[src/rtl/i2c_pkg.sv]
// -----------------------------------------------------------------------------
// i2c_pkg
// Shared types and constants for the byte-level I2C engine.
//   byte_state_t      : byte controller FSM states
//   I2C_ACK/I2C_NACK  : SDA level of the ninth (acknowledge) bit
//   I2C_BITS_PER_BYTE : data bits serialised per byte, MSB first
// -----------------------------------------------------------------------------
package i2c_pkg;

    typedef enum logic [2:0] {
        IDLE     = 3'd0,
        BIT_REQ  = 3'd1,
        BIT_WAIT = 3'd2,
        ACK_REQ  = 3'd3,
        ACK_WAIT = 3'd4,
        DONE     = 3'd5
    } byte_state_t;

    localparam logic I2C_ACK           = 1'b0;
    localparam logic I2C_NACK          = 1'b1;
    localparam int   I2C_BITS_PER_BYTE = 8;

endpackage

[src/rtl/i2c_byte_ctrl.sv]
// -----------------------------------------------------------------------------
// i2c_byte_ctrl
// Byte-level I2C transfer engine feeding i2c_bit_gen. One command moves one
// byte: eight data-bit requests MSB first, then one acknowledge-bit request,
// all over the bit generator's req/ready handshake.
//
// Parameters
//   TIMEOUT_CYCLES : max clock cycles any single bit may take; 0 = no watchdog
// Ports
//   i_clk, i_rst                 : clock, asynchronous active-high reset
//   i_cmd_valid / o_cmd_ready    : command handshake (ready only when idle)
//   i_cmd_rd                     : 0 = write byte, 1 = read byte
//   i_wr_byte                    : byte to transmit on a write
//   i_ack_out                    : ACK level the master drives after a read
//   o_done                       : one-cycle pulse when byte + ACK finished
//   o_rd_byte                    : received byte, updated with o_done on read
//   o_ack_in                     : slave ACK sampled on write (1 = NACK)
//   o_timeout                    : pulses with o_done when the watchdog fired
//   o_bit_req/o_bit_we/o_bit_wr_bit : request, direction and value to bit gen
//   i_bit_ready                  : bit generator idle
//   i_bit_rd_valid/i_bit_rd_bit  : sampled SDA from the bit generator
// -----------------------------------------------------------------------------
module i2c_byte_ctrl
    import i2c_pkg::*;
#(
    parameter int unsigned TIMEOUT_CYCLES = 65535
) (
    input  logic       i_clk,
    input  logic       i_rst,
    input  logic       i_cmd_valid,
    output logic       o_cmd_ready,
    input  logic       i_cmd_rd,
    input  logic [7:0] i_wr_byte,
    input  logic       i_ack_out,
    output logic       o_done,
    output logic [7:0] o_rd_byte,
    output logic       o_ack_in,
    output logic       o_timeout,
    output logic       o_bit_req,
    output logic       o_bit_we,
    output logic       o_bit_wr_bit,
    input  logic       i_bit_ready,
    input  logic       i_bit_rd_valid,
    input  logic       i_bit_rd_bit
);

    // The watchdog counts 0 .. TIMEOUT_CYCLES-1 and fires on the last value.
    localparam int unsigned     WD_W    = (TIMEOUT_CYCLES < 2) ? 1 : $clog2(TIMEOUT_CYCLES);
    localparam logic [WD_W-1:0] WD_LAST = WD_W'(TIMEOUT_CYCLES - 1);

    byte_state_t     state;
    logic [7:0]      shreg;
    logic [2:0]      bit_cnt;
    logic            is_rd;
    logic            ack_out_q;
    logic            seen_ready;  // bit gen was idle while our request was up
    logic            ack_cap;     // slave ACK captured during ACK_WAIT
    logic [WD_W-1:0] wd_cnt;

    logic            in_xfer;
    logic            wd_expired;
    logic [7:0]      shreg_rd;    // shreg with this cycle's read bit folded in

    assign in_xfer    = (state == BIT_REQ)  || (state == BIT_WAIT) ||
                        (state == ACK_REQ)  || (state == ACK_WAIT);
    assign wd_expired = (TIMEOUT_CYCLES != 0) && in_xfer && (wd_cnt == WD_LAST);
    assign shreg_rd   = (is_rd && i_bit_rd_valid) ? {shreg[6:0], i_bit_rd_bit} : shreg;

    always_ff @(posedge i_clk or posedge i_rst) begin
        if (i_rst) begin
            state        <= IDLE;
            shreg        <= 8'h00;
            bit_cnt      <= 3'd0;
            is_rd        <= 1'b0;
            ack_out_q    <= 1'b0;
            seen_ready   <= 1'b0;
            ack_cap      <= 1'b0;
            wd_cnt       <= '0;
            o_cmd_ready  <= 1'b1;
            o_done       <= 1'b0;
            o_rd_byte    <= 8'h00;
            o_ack_in     <= 1'b0;
            o_timeout    <= 1'b0;
            o_bit_req    <= 1'b0;
            o_bit_we     <= 1'b0;
            o_bit_wr_bit <= 1'b0;
        end else begin
            // NOTE: defaults first, later non-blocking assignments in the same
            // block override them, so pulses need no explicit clear per state.
            o_done    <= 1'b0;
            o_timeout <= 1'b0;
            if (in_xfer) begin
                wd_cnt <= wd_cnt + WD_W'(1);
            end

            if (wd_expired) begin
                // Abandon the byte; o_rd_byte deliberately left untouched.
                state      <= DONE;
                o_bit_req  <= 1'b0;
                seen_ready <= 1'b0;
                o_done     <= 1'b1;
                o_timeout  <= 1'b1;
                o_ack_in   <= I2C_NACK;
            end else begin
                case (state)
                    IDLE: begin
                        // o_cmd_ready is always high in IDLE.
                        if (i_cmd_valid) begin
                            is_rd        <= i_cmd_rd;
                            ack_out_q    <= i_ack_out;
                            shreg        <= i_wr_byte;
                            bit_cnt      <= 3'(I2C_BITS_PER_BYTE - 1);
                            wd_cnt       <= '0;
                            seen_ready   <= 1'b0;
                            o_cmd_ready  <= 1'b0;
                            o_bit_req    <= 1'b1;
                            o_bit_we     <= ~i_cmd_rd;
                            o_bit_wr_bit <= i_cmd_rd ? 1'b1 : i_wr_byte[7];
                            state        <= BIT_REQ;
                        end
                    end

                    BIT_REQ, ACK_REQ: begin
                        // Accepted only once ready was seen high under our
                        // request and has since dropped; a low ready on entry
                        // belongs to a bit gen that is still busy.
                        if (i_bit_ready) begin
                            seen_ready <= 1'b1;
                        end else if (seen_ready) begin
                            seen_ready <= 1'b0;
                            o_bit_req  <= 1'b0;
                            state      <= (state == BIT_REQ) ? BIT_WAIT : ACK_WAIT;
                        end
                    end

                    BIT_WAIT: begin
                        shreg <= shreg_rd;
                        if (i_bit_ready) begin
                            wd_cnt    <= '0;
                            o_bit_req <= 1'b1;
                            if (bit_cnt == 3'd0) begin
                                ack_cap      <= I2C_NACK;
                                o_bit_we     <= is_rd;
                                o_bit_wr_bit <= is_rd ? ack_out_q : 1'b1;
                                state        <= ACK_REQ;
                            end else begin
                                bit_cnt <= bit_cnt - 3'd1;
                                if (!is_rd) begin
                                    shreg <= {shreg[6:0], 1'b0};
                                end
                                o_bit_wr_bit <= is_rd ? 1'b1 : shreg[6];
                                state        <= BIT_REQ;
                            end
                        end
                    end

                    ACK_WAIT: begin
                        if (!is_rd && i_bit_rd_valid) begin
                            ack_cap <= i_bit_rd_bit;
                        end
                        if (i_bit_ready) begin
                            wd_cnt <= '0;
                            o_done <= 1'b1;
                            state  <= DONE;
                            if (is_rd) begin
                                o_rd_byte <= shreg;
                                o_ack_in  <= I2C_ACK;
                            end else begin
                                o_ack_in  <= i_bit_rd_valid ? i_bit_rd_bit : ack_cap;
                            end
                        end
                    end

                    DONE: begin
                        o_cmd_ready <= 1'b1;
                        state       <= IDLE;
                    end

                    default: begin
                        o_cmd_ready <= 1'b1;
                        o_bit_req   <= 1'b0;
                        state       <= IDLE;
                    end
                endcase
            end
        end
    end

endmodule

[config.mk]
export PLATFORM = sky130hd
export DESIGN_NAME = i2c_byte_ctrl
export DESIGN_NICKNAME = d
export VERILOG_FILES = /design/src/rtl/i2c_pkg.sv /design/src/rtl/i2c_byte_ctrl.sv
export SDC_FILE = /design/constraint.sdc
export NUM_CORES = 1
export LEC_CHECK = 0
export CORE_MARGIN = 2
export CORE_UTILIZATION = 40
export DETAILED_ROUTE_END_ITERATION = 12
export GPL_TIMING_DRIVEN = 0
export SLEW_MARGIN = 5
export SYNTH_ARGS = -nofsm -noshare
export SYNTH_HDL_FRONTEND = slang
export SYNTH_SLANG_ARGS = --single-unit
[constraint.sdc]
create_clock -name i_clk -period 1.7 [get_ports i_clk]
set_input_delay 0.51 -clock i_clk [delete_from_list [all_inputs] [get_ports i_clk]]
set_output_delay 0.51 -clock i_clk [all_outputs]
set_load 0.05 [all_outputs]
# --- Word-level counts from Yosys, hierarchy flattened ---
# Cells that the tools add are included.
totals:
  output_inout_bits: 15
  wordCells: 126
  reg_bits: 49
  inputBits: 16
op_classes:
  addsub: 2
  n_mux: 58
  n_bitwise: 3
  reduce_logical: 30
  n_eq_ne: 17
ops:
  columns: ["operator", "n"]
  rows:
  - ["16-bit two-way mux", 4]
  - ["8-bit two-way mux", 5]
  - ["16-bit one-hot mux with 2 select lines", 1]
  - ["3-bit two-way mux", 10]
  - ["1-bit two-way mux", 28]
  - ["5-bit AND reduction", 5]
  - ["16-bit by 1-bit adder with 16-bit output (second input constant)", 1]
  - ["16-bit equality test (second input constant)", 1]
  - ["8-bit one-hot mux with 2 select lines", 1]
  - ["3-bit != test (second input constant)", 5]
  - ["3-bit one-hot mux with 4 select lines", 1]
  - ["1-bit one-hot mux with 2 select lines", 5]
  - ["3-bit AND reduction", 3]
  - ["4-bit AND reduction", 2]
  - ["2-bit nonzero test", 4]
  - ["3-bit by 2-bit equality test with 1-bit output (second input constant)", 2]
  - ["3-bit equality test (second input constant)", 2]
  - ["3-bit logical NOT", 2]
  - ["2-bit by 1-bit != test with 1-bit output (second input constant)", 3]
  - ["2-bit != test (second input constant)", 3]
  - ["3-bit one-hot mux with 2 select lines", 1]
  - ["2-bit OR reduction", 3]
  - ["1-bit one-hot mux with 4 select lines", 1]
  - ["2-bit AND reduction", 2]
  - ["other kinds (9)", 15]

# --- Longest topological paths before layout ---
# Gate-level depths: netlist of the first run.
logic_depth:
  ltp_word: 8
  mapped_depth: 10

# --- Worst setup path before layout of the first run ---
# No wires, ideal clock.
synth_timing:
  kind: "reg2reg"
  start: "register bit_cnt[0]"
  end: "register shreg[1]"
  synth_period_minus_slack_ps: 1919
  setup_ps: 126
  setup_slack_ps: -219
  t_required_ps: 1574
  arrival_ps: 1793
  stages_incl_launch_ff: 9
  path_buffers: 1
  cell_sequence: "dfrtp_1 > inv_1 > ha_1 > nor2b_1 > clkbuf_1 > nand2b_1 > o21ai_0 > a21oi_1 > a221o_1"
synth_via:
  elab_chain_cells: 4
synth_rtl:
  columns: ["element", "line", "source"]
  rows:
  - ["from (decl)", "i2c_byte_ctrl.sv:53", "logic [2:0] bit_cnt;"]
  - ["from (signal assigned)", "i2c_byte_ctrl.sv:112", "bit_cnt <= 3'(I2C_BITS_PER_BYTE - 1);"]
  - ["from (signal assigned)", "i2c_byte_ctrl.sv:147", "bit_cnt <= bit_cnt - 3'd1;"]
  - ["3-bit logical NOT", "i2c_byte_ctrl.sv:141", "if (bit_cnt == 3'd0) begin"]
  - ["8-bit two-way mux", "i2c_byte_ctrl.sv:141", null]
  - ["8-bit two-way mux", "i2c_byte_ctrl.sv:138", "if (i_bit_ready) begin"]
  - ["8-bit one-hot mux with 2 select lines", "i2c_byte_ctrl.sv:105", "case (state)"]
  - ["to (signal assigned)", "i2c_byte_ctrl.sv:111", "shreg <= i_wr_byte;"]
  - ["to (signal assigned)", "i2c_byte_ctrl.sv:137", "shreg <= shreg_rd;"]
  - ["to (signal assigned)", "i2c_byte_ctrl.sv:149", "shreg <= {shreg[6:0], 1'b0};"]
  - ["to (decl)", "i2c_byte_ctrl.sv:52", "logic [7:0] shreg;"]
# Every way passes these cells.
# A chain may end at the register's enable or synchronous reset.

# --- Worst setup path in the final report of the first run ---
layout_timing:
  start: "register state[0]"
  end: "register o_rd_byte[7]"
layout_via:
  elab_chain_cells: 7
layout_rtl:
  columns: ["element", "line", "source"]
  rows:
  - ["from (decl)", "i2c_byte_ctrl.sv:51", "byte_state_t state;"]
  - ["from (signal assigned)", "i2c_byte_ctrl.sv:132", "state <= (state == BIT_REQ) ? BIT_WAIT : ACK_WAIT;"]
  - ["3-bit by 1-bit equality test with 1-bit output / 3-bit by 2-bit equality test with 1-bit output (equally long branches)", "i2c_byte_ctrl.sv:64", "assign in_xfer = (state == BIT_REQ) || (state == BIT_WAIT) ||"]
  - ["1-bit logical OR (2 in series)", "i2c_byte_ctrl.sv:64", null]
  - ["1-bit logical OR", "i2c_byte_ctrl.sv:65", "(state == ACK_REQ) || (state == ACK_WAIT);"]
  - ["1-bit logical AND", "i2c_byte_ctrl.sv:66", "assign wd_expired = (TIMEOUT_CYCLES != 0) && in_xfer && (wd_cnt == WD_LAST);"]
  - ["1-bit inverter (no line)", null, null]
  - ["4-bit AND reduction (no line) *", null, null]
  - ["to (signal assigned)", "i2c_byte_ctrl.sv:166", "o_rd_byte <= shreg;"]
  - ["to (decl)", "i2c_byte_ctrl.sv:36", "output logic [7:0] o_rd_byte,"]
# Mark *: on every way between the ends. The rest lies on a longest branch, timed or not.

==> flow_metrics.py, run 1 <==
metrics = {
    "run_status": {
        "status": "finished with violations",
        "failed_checks": "setup timing",
    },
    "logic_synthesis": {
        "synth-adder-area-share_pct": 1.901,
        "syn_nets": 284,
        "syn_area_per_cell_um2": 9.972,
        "synth.area.top_cells": "dfrtp_1, mux2_4, nor2_1",
        "synth_compound_area_share_pct": 14.16,
        "yosysUniqueCellTypes": 56,
        "synth_warnings": 0,
        "synth_top_family_by_area": "simple AND/OR/NAND/NOR gates",
        "synthTopCellsByCount": "dfrtp_1, nor2_1, nand2_1",
        "synth_most_common_cell": "dfrtp_1",
        "ys.flop_type": "dfrtp_1",
        "muxShareOfSynthArea_pct": 6.131,
        "synth_top_area_cell": "dfrtp_1",
        "synthSimpleGateAreaFrac_pct": 22.34,
        "async_reset_ff_share_pct": 100.0,
        "yosys.area.top_type_share_pct": 45.63,
        "seq_area_frac_synth_pct": 46.63,
        "synthXorXnorAreaFrac_pct": 4.658,
        "synth_area_um2": 2633,
        "netlist_instances": 264,
        "synth.ff_latch_count": 49,
        "synth_edf_count": 0,
    },
    "pwr": {
        "combPwrFrac_pct": 50.9,
        "switching_power_mw": 2.156,
        "power_density_nw_per_um2": 1415,
        "leakage_nw": 1.608,
        "power.share.clock_pct": 13.9,
        "power_frac_seq_pct": 35.2,
        "vdd_drop_max_mv": 0.7381,
        "intPower_mw": 2.867,
        "swShare_pct": 42.92,
    },
    "cells_and_area": {
        "drive_gt1_share_pct": 33.33,
        "final_nets": 352,
        "area_growth_pct": 34.89,
        "n_antenna_cell": 0,
        "stdcell_count": 410,
        "fin_util_pct": 55.92,
        "fin_area_um2": 3551,
        "fillCellCount": 557,
    },
    "setup_path": {
        "cp_cell_sequence": "or3_4 -> nand4b_4 -> or2_1 -> buf_6 -> nand3_4 -> mux2_4",
        "cpLargestDelayFamily": "simple AND/OR/NAND/NOR gates",
        "cp-start-kind": "flip-flop",
        "critPathKind": "flip-flop to flip-flop",
        "cp_num_buf_inv": 1,
        "cp.arrival_ns": 2.12,
        "cp_max_fo": 8,
        "cp_data_required_time_ns": 1.90,
        "cpMaxStageDelayCell": "dfrtp_2",
        "max_stage_delay_ns": 0.50,
        "endpoint_kind": "flip-flop",
    },
    "sta": {
        "whs_ns": 0.4755,
        "slew_violations": 0,
        "hold_viol": 0,
        "setup_slack_ns": -0.2186,
        "rsz0062_at_grt": "yes",
        "fin_crit_ns": 1.919,
        "max_slew.worst_pin.slew_ns": 0.5525,
        "fmax_mhz": 521.2,
        "max-slew-margin-rel_pct": 63.16,
        "min_period_over_period_pct": 112.9,
        "skew_ns": 0.005793,
        "setup_viol": 36,
    },
    "hold_path": {
        "hp-class": "flip-flop to flip-flop",
    },
    "clocking": {
        "clk_latency_ns": 0.31,
        "cts_root_buf": "clkbuf_8",
        "cts_sinks": 49,
        "cts_buffer_depth": 2,
        "cts_tree": "yes",
        "cts-htree-levels": 2,
        "clk_pin_slew_ns": 0.09,
        "numCtsBuffers": 5,
    },
    "detailed_routing": {
        "drtIter0Drc": 127,
        "wl_mm": 6.461,
        "antenna_left": 0,
        "firstDrtPassIters": 4,
        "vias_per_cell": 5.380,
        "drcViolationCount": 0,
        "num_vias": 2206,
        "detail_route.wl_per_cell_um": 15.76,
    },
    "floorplan": {
        "core_region_area_um2": 6350,
        "initial_utilization_pct": 41.46,
        "io_pins": 31,
        "die_width_um": 85.13,
        "rows": 29,
        "die_height_um": 85.13,
        "floorplan.die_area_um2": 7246,
    },
    "place": {
        "dp.cells": 372,
        "portBuffers": 30,
        "dpl.hpwl_mm": 4.157,
        "place_area_um2": 3085,
        "place_congestion": 0.7798,
        "pre_cts_ws_ns": -1.195,
    },
    "grt": {
        "grt_use_total_pct": 18.78,
        "overflow": 0,
        "grt_start_max_net_pins": 28,
        "antenna_found_initial": 0,
        "grt_pass1_vias": 2167,
        "grt_pass1_wl_mm": 10.84,
    },
    "run": {
        "maxCapViolCount": 0,
    },
}
[repair_timing]
item | CTS | global route
setup buffers | 24 | 9
hold buffers | 0 | 0
setup endpoints to repair | 57 | 53
hold endpoints to repair | 0 | 0
gates resized for setup | 62 | 43
pin swaps | 18 | 11
gates cloned | 1 | 0
[flip-flops by register name, summed over array words and instances (netlist names), 3 cells and up]
signal and flops:
bit_cnt 3, o_rd_byte 8, shreg 8, state 3, wd_cnt 16
[cell type report]
class                           count  area (um^2)  share of cell area, %
Multi-Input combinational cell    192         1486                  41.86
Sequential cell                    49         1231                  34.67
Timing Repair Buffer               64        529.3                  14.90
Tap cell                           77        96.34                  2.713
Buffer                              9        76.32                  2.149
Clock buffer                        6        72.57                  2.044
Inverter                           11        43.79                  1.233
Clock inverter                      2        15.01                 0.4228
[power by group through the flow]
| stage | logic, mW | clock network, mW | registers [mW] |
|---|---|---|---|
| floorplan | 1.18 | 0 | 2.10 |
| global placement | 2.07 | 0 | 1.76 |
| detailed placement | 2.10 | 0 | 1.77 |
| CTS | 2.37 | 0.721 | 1.75 |
| global route | 2.77 | 0.772 | 1.81 |
| finish | 2.56 | 0.699 | 1.77 |
[per-layer routing]
layer | GRT usage, % | routed length (um)
met1 | 26.34 | 2944
met2 | 29.47 | 3189
met3 | 4.377 | 255
met4 | 4.762 | 73
met5 | 0 | 0
[placed cells by master (no fill, tap or decap), types with 5 or more instances in the layout]
cell type,n
nor3_1,5
and2_1,7
xnor2_1,9
clkbuf_2,15
mux2_4,9
buf_6,11
xor2_1,5
clkdlybuf4s50_1,13
a31oi_1,5
a221o_1,5
clkbuf_8,6
a21oi_1,7
nand3_1,11
inv_1,8
nand2_1,24
buf_4,25
nor2_1,28
dfrtp_1,45
[path summary, 6_finish.rpt]
kind                                         start                        to  slack (ns)  cells past startpoint
max                           state[0]$_DFFE_PP0P_  o_rd_byte[7]$_DFFE_PP0P_       -0.22                      6
min                        o_cmd_ready$_DFFE_PP1P_   o_cmd_ready$_DFFE_PP1P_        0.48                      2
max reg2reg                   state[0]$_DFFE_PP0P_  o_rd_byte[7]$_DFFE_PP0P_       -0.22                      6
min reg2reg                o_cmd_ready$_DFFE_PP1P_   o_cmd_ready$_DFFE_PP1P_        0.48                      2
max in group asynchronous                    i_rst   o_cmd_ready$_DFFE_PP1P_        0.58                      3
min in group asynchronous                    i_rst  o_rd_byte[2]$_DFFE_PP0P_        0.53                      2
[metrics by stage]
step                      power [mW]  setup TNS [ns]
after floorplan                3.276          -1.890
after global placement         3.830          -72.41
after detailed placement       3.875          -23.70
after CTS                      4.840          -6.039
after global routing           5.352          -7.595
final                          5.023          -4.932
[tightest hold or removal path, stage by stage, from the launching register on]
cell     delay [ns]
dfstp_2        0.39
inv_1          0.04
a21oi_1        0.05
[cells by family after synthesis]
| family | count (synthesis) |
|---|---|
| XOR/XNOR | 14 |
| buffers and inverters | 23 |
| flip-flops | 49 |
| AO/OA/AOI/OAI | 52 |
| multiplexers | 12 |
| adder cells (fa/ha/maj) | 4 |
| AND/OR/NAND/NOR | 110 |
No activity file was read; power rests on OpenSTA's default activity.
==> run 2, diff against run 1 <==
--- a/config.mk
+++ b/config.mk
@@ -9,6 +9,7 @@
 export CORE_UTILIZATION = 40
 export DETAILED_ROUTE_END_ITERATION = 12
 export GPL_TIMING_DRIVEN = 0
+export SKIP_CTS_REPAIR_TIMING = 1
 export SLEW_MARGIN = 5
 export SYNTH_ARGS = -nofsm -noshare
 export SYNTH_HDL_FRONTEND = slang
==> run 2 against run 1 <==
- sequential share of layout area shrank 0.57 points
- fmax shrank 3.3%
- largest power group unchanged
- final area grew 1.9%
- highest routed layer unchanged
- critical path depth grew 1
- setup slack lost 0.065 ns
- critical endpoint unchanged
- combinational power is essentially flat
- the flow still finishes with violations (setup timing)
==> flow_metrics.py, run 2 (synthesis results as in run 1) <==
metrics = {
    "grt": {
        "grt_pass1_vias": 2039,
        "met2_usage_pct": 26.85,
        "grt_pass1_wl_mm": 10.02,
        "grt_start_max_net_pins": 28,
        "met3_usage_pct": 4.572,
        "busiest_layer": "met2",
        "grt_use_total_pct": 17.48,
        "antenna_found_initial": 0,
        "met1_usage_pct": 24.52,
        "overflow": 0,
    },
    "detailed_routing": {
        "wl_mm": 6.391,
        "detail_route.wl_per_cell_um": 15.59,
        "drtIter0Drc": 82,
        "drcViolationCount": 0,
        "num_vias": 2215,
        "antenna_left": 0,
        "firstDrtPassIters": 4,
        "vias_per_cell": 5.402,
    },
    "floorplan": {
        "rows": 29,
        "die_width_um": 85.13,
        "io_pins": 31,
        "die_height_um": 85.13,
        "initial_utilization_pct": 41.46,
        "floorplan.die_area_um2": 7246,
        "core_region_area_um2": 6350,
    },
    "setup_path": {
        "cp_max_fo": 8,
        "crit_start": "state[2]$_DFFE_PP0P_",
        "cp_data_required_time_ns": 1.90,
        "cp.arrival_ns": 2.18,
        "critPathKind": "flip-flop to flip-flop",
        "endpoint_kind": "flip-flop",
        "cp-start-kind": "flip-flop",
        "r2r-start": "state[2]$_DFFE_PP0P_",
    },
    "sta": {
        "slew_violations": 0,
        "max_slew.worst_pin.slew_ns": 0.5161,
        "rsz0062_at_grt": "yes",
        "whs_ns": 0.4753,
        "fin_crit_ns": 1.984,
        "hold_viol": 0,
        "min_period_over_period_pct": 116.7,
        "tns_ns": -6.479,
        "max-slew-margin-rel_pct": 65.54,
        "setup_slack_ns": -0.2839,
        "skew_ns": 0.009334,
        "fmax_mhz": 504.1,
        "setup_viol": 30,
    },
    "hold_path": {
        "worstHoldStart": "o_cmd_ready$_DFFE_PP1P_",
        "hp-class": "flip-flop to flip-flop",
    },
    "clocking": {
        "clk_pin_slew_ns": 0.09,
        "cts_root_buf": "clkbuf_8",
        "cts_sinks": 49,
        "clk_latency_ns": 0.31,
        "cts_buffer_depth": 2,
        "cts_tree": "yes",
        "cts-htree-levels": 2,
        "numCtsBuffers": 5,
    },
    "run_status": {
        "status": "finished with violations",
        "failed_checks": "setup timing",
    },
    "place": {
        "dpl.hpwl_mm": 4.157,
        "place_congestion": 0.7798,
        "place_area_um2": 3085,
        "portBuffers": 30,
    },
    "pwr": {
        "swShare_pct": 42.07,
        "switching_power_mw": 2.107,
        "power_frac_seq_pct": 34.7,
        "power.share.clock_pct": 13.8,
        "power_density_nw_per_um2": 1384,
        "intPower_mw": 2.900,
        "leakage_nw": 1.809,
        "vdd_drop_max_mv": 0.7228,
        "combPwrFrac_pct": 51.4,
    },
    "cells_and_area": {
        "regMostFlops": "wd_cnt",
        "fillCellCount": 553,
        "n_antenna_cell": 0,
        "fin_area_um2": 3617,
        "area_growth_pct": 37.40,
        "multi_input_area_um2": 1453,
        "final_nets": 352,
        "drive_gt1_share_pct": 28.53,
        "ff_latch_area_um2": 1234,
        "largest_registers": "wd_cnt: 16 flops, o_rd_byte: 8 flops, shreg: 8 flops",
        "layout_common_cells": "dfrtp_1, nor2_1, buf_4, nand2_1, dlymetal6s2s_1",
        "largest_reg_flops": 16,
        "final_common_cell": "dfrtp_1",
    },
    "run": {
        "maxCapViolCount": 0,
    },
}
run 2: cell count changes in the layout (fill, tap and decap cells not counted), moves of 2 or more:
cell / before / now
nor3_2: 3 / 1
dlygate4sd2_1: 2 / 0
dfrtp_1: 45 / 43
buf_4: 25 / 27
o21ai_2: 3 / 1
dlymetal6s2s_1: 0 / 16
clkbuf_2: 15 / 3
dfrtp_2: 3 / 5
nor3_1: 5 / 7
run 2: final cells by class:
cell class / count / share of cell area, %
timing repair buffer: 63 / 17.19
buffer: 10 / 2.179
tap: 77 / 2.663
clock inverter: 2 / 0.4151
sequential: 49 / 34.11
multi-input combinational: 192 / 40.16
inverter: 11 / 1.280
clock buffer: 6 / 2.006
run 2: metrics by stage:
stage	total power [mW]	setup WS, ns	utilization (%)	std cells
floorplan	3.276	-0.1598	-	264
global route	5.325	-0.3316	56.97	410
detailed placement	3.875	-1.195	48.59	372
global placement	3.830	-1.241	48.28	371
finish	5.007	-0.2839	56.97	410
CTS	4.581	-0.8697	49.97	380
run 2: power groups by stage:
stage	clock network [mW]	logic (mW)	registers, mW
after global placement	0	2.07	1.76
after CTS	0.721	2.11	1.75
after floorplan	0	1.18	2.10
after detailed placement	0	2.10	1.77
final	0.693	2.57	1.74
after global routing	0.770	2.77	1.78
run 2: final timing paths:
check	cells after the start	endpoint	slack (ns)
worst max-delay path	7	o_rd_byte[7]$_DFFE_PP0P_	-0.28
worst min-delay path	2	o_cmd_ready$_DFFE_PP1P_	0.48
worst max register to register	7	o_rd_byte[7]$_DFFE_PP0P_	-0.28
worst min register to register	2	o_cmd_ready$_DFFE_PP1P_	0.48
max in group asynchronous	3	o_cmd_ready$_DFFE_PP1P_	0.57
min in group asynchronous	2	wd_cnt[9]$_DFF_PP0_	0.54
run 2: layer usage:
metal / up-vias / part of all wire [%]
li1: 1065 / -
met1: 1110 / 47
met5: - / 0
met2: 33 / 49
met3: 7 / 2.8
met4: 0 / 1.1
run 2: critical path, stage by stage, from the launching register on:
cell,delay (ns)
dfrtp_1,0.38
buf_6,0.13
or3_4,0.41
nand4b_4,0.12
or2_1,0.13
buf_6,0.16
nand3_4,0.19
mux2_4,0.35
==> run 3, diff against run 2 <==
--- a/config.mk
+++ b/config.mk
@@ -6,7 +6,7 @@
 export NUM_CORES = 1
 export LEC_CHECK = 0
 export CORE_MARGIN = 2
-export CORE_UTILIZATION = 40
+export CORE_UTILIZATION = 25
 export DETAILED_ROUTE_END_ITERATION = 12
 export GPL_TIMING_DRIVEN = 0
 export SKIP_CTS_REPAIR_TIMING = 1
==> run 3 against run 2 <==
- fmax increased by 0.72%
- critical path depth unchanged
- total power increased by 2.2%
- clock power increased by 11%
- highest routed layer unchanged
- die area increased by 57%
- core utilization decreased by 21 points
- worst hold slack about the same
- global-route usage decreased by 6.1 points
- first-iteration DRC count increased by 27%
- the run still ends with setup timing left
==> flow_metrics.py, run 3 (synthesis results as in run 1) <==
metrics = {
    "run_status": {
        "status": "finished with violations",
        "failed_checks": "setup timing",
    },
    "setup_path": {
        "cp_cell_sequence": "buf_6 -> or3_4 -> nand4b_4 -> or2_1 -> buf_6 -> nand3_4 -> mux2_4",
        "max_stage_delay_ns": 0.40,
        "cpLargestDelayFamily": "simple AND/OR/NAND/NOR gates",
        "critPathKind": "flip-flop to flip-flop",
        "r2r-end": "o_rd_byte[0]$_DFFE_PP0P_",
        "worst-r2r-cell-count": 7,
        "cp_data_required_time_ns": 1.91,
        "cp_max_fo": 8,
        "worst_path_most_repeated_cell": "buf_6",
        "cpMaxStageDelayCell": "or3_4",
        "cp.arrival_ns": 2.18,
        "cp-start-kind": "flip-flop",
        "endpoint_kind": "flip-flop",
        "cp_num_buf_inv": 2,
        "r2r-start": "state[1]$_DFFE_PP0P_",
        "r2r_slack_ns": -0.27,
    },
    "cells_and_area": {
        "multi_input_area_um2": 1465,
        "layout_common_cells": "dfrtp_1, nor2_1, nand2_1, buf_4, dlymetal6s2s_1",
        "largest_registers": "wd_cnt: 16 flops, o_rd_byte: 8 flops, shreg: 8 flops",
        "regMostFlops": "wd_cnt",
        "area_growth_pct": 38.88,
        "fillCellCount": 1062,
        "final_common_cell": "dfrtp_1",
        "final_nets": 346,
        "largest_reg_flops": 16,
        "fin_util_pct": 35.57,
        "drive_gt1_share_pct": 27.22,
        "n_antenna_cell": 0,
        "ff_latch_area_um2": 1231,
        "stdcell_count": 463,
    },
    "clocking": {
        "cts-htree-levels": 2,
        "cts_root_buf": "clkbuf_8",
        "numCtsBuffers": 5,
        "clk_pin_slew_ns": 0.10,
        "cts_tree": "yes",
        "cts_sinks": 49,
        "cts_buffer_depth": 2,
        "clk_latency_ns": 0.32,
    },
    "place": {
        "portBuffers": 30,
        "place_congestion": 0.7952,
        "dpl.hpwl_mm": 4.331,
        "dp.cells": 431,
    },
    "hold_path": {
        "hp-class": "flip-flop to flip-flop",
        "hold_depth": 2,
        "holdPathEnd": "o_cmd_ready$_DFFE_PP1P_",
        "worstHoldStart": "o_cmd_ready$_DFFE_PP1P_",
    },
    "sta": {
        "slew_violations": 0,
        "hold_viol": 0,
        "max_slew.worst_pin.slew_ns": 0.5251,
        "max-slew-margin-rel_pct": 64.94,
        "setup_slack_ns": -0.2697,
        "setup_viol": 35,
        "min_period_over_period_pct": 115.9,
        "fmax_mhz": 507.7,
        "tns_ns": -6.235,
        "fin_crit_ns": 1.970,
        "rsz0062_at_grt": "yes",
        "skew_ns": 0.005364,
    },
    "run": {
        "maxCapViolCount": 0,
    },
    "grt": {
        "grt_pass1_vias": 2091,
        "overflow": 0,
        "antenna_found_initial": 0,
        "grt_pass1_wl_mm": 10.36,
        "grt_start_max_net_pins": 28,
        "grt_use_total_pct": 11.34,
    },
    "pwr": {
        "vdd_drop_max_mv": 0.6374,
        "switching_power_mw": 2.176,
        "swShare_pct": 42.50,
        "power.share.clock_pct": 15.0,
        "power_frac_seq_pct": 34.5,
        "intPower_mw": 2.943,
        "leakage_nw": 1.796,
        "combPwrFrac_pct": 50.5,
        "power_density_nw_per_um2": 1400,
    },
    "detailed_routing": {
        "drtIter0Drc": 104,
        "drcViolationCount": 0,
        "antenna_left": 0,
        "vias_per_cell": 4.762,
        "num_vias": 2205,
        "detail_route.wl_per_cell_um": 13.63,
        "firstDrtPassIters": 4,
        "wl_mm": 6.313,
    },
    "floorplan": {
        "core_region_area_um2": 10280,
        "io_pins": 31,
        "die_height_um": 106.6,
        "die_width_um": 106.6,
        "floorplan.die_area_um2": 11370,
        "initial_utilization_pct": 25.61,
        "rows": 37,
    },
}
==> run 3: tightest hold or removal path, cell delays in order, from the launching register on <==
cell,delay (ns)
dfstp_2,0.38
inv_1,0.05
a21oi_1,0.05
==> run 3: area by class of cell <==
type / count / area share (%)
Timing Repair Buffer: 56 / 15.47
Clock inverter: 3 / 0.7871
Buffer: 11 / 2.259
Clock buffer: 5 / 1.882
Sequential cell: 49 / 33.68
Tap cell: 136 / 4.654
Multi-Input combinational cell: 192 / 40.08
Inverter: 11 / 1.198
==> run 3: power groups by stage <==
stage                     combinational [mW]  sequential (mW)  clock, mW
after global routing                    2.80             1.82      0.827
after CTS                               2.11             1.75      0.790
after global placement                  2.07             1.76          0
after floorplan                         1.18             2.10          0
final                                   2.58             1.77      0.767
after detailed placement                2.10             1.78          0
==> run 3: layer usage <==
metal,wire [um],track usage [%]
met5,0,0
met1,3083,16.14
met3,187,2.128
met2,2936,16.97
met4,105,4.453
==> run 3: metrics by stage <==
stage | setup slack (ns) | power [mW] | hold WS, ns | cell area, um^2
2_1_floorplan | -0.1598 | 3.276 | 0.4382 | 2669
3_3_place_gp | -1.200 | 3.835 | 0.4586 | 3139
3_5_place_dp | -1.249 | 3.881 | 0.4654 | 3159
4_1_cts | -0.8942 | 4.656 | 0.4833 | 3257
5_1_grt | -0.3573 | 5.450 | 0.4993 | 3656
6_report | -0.2697 | 5.119 | 0.4752 | 3656
==> run 3: worst max path at each step <==
stage	startpoint	endpoint	slack, ns	depth (start not counted)
2_1_floorplan	state[2]$_DFFE_PP0P_	ack_cap$_DFFE_PP0P_	-0.16	8
3_3_place_gp	i_bit_ready	bit_cnt[1]$_DFFE_PP0P_	-1.20	7
3_5_place_dp	i_bit_ready	bit_cnt[1]$_DFFE_PP0P_	-1.25	7
4_1_cts	i_bit_ready	bit_cnt[1]$_DFFE_PP0P_	-0.89	7
5_1_grt	state[1]$_DFFE_PP0P_	o_rd_byte[0]$_DFFE_PP0P_	-0.36	7
6_report	state[1]$_DFFE_PP0P_	o_rd_byte[0]$_DFFE_PP0P_	-0.27	7
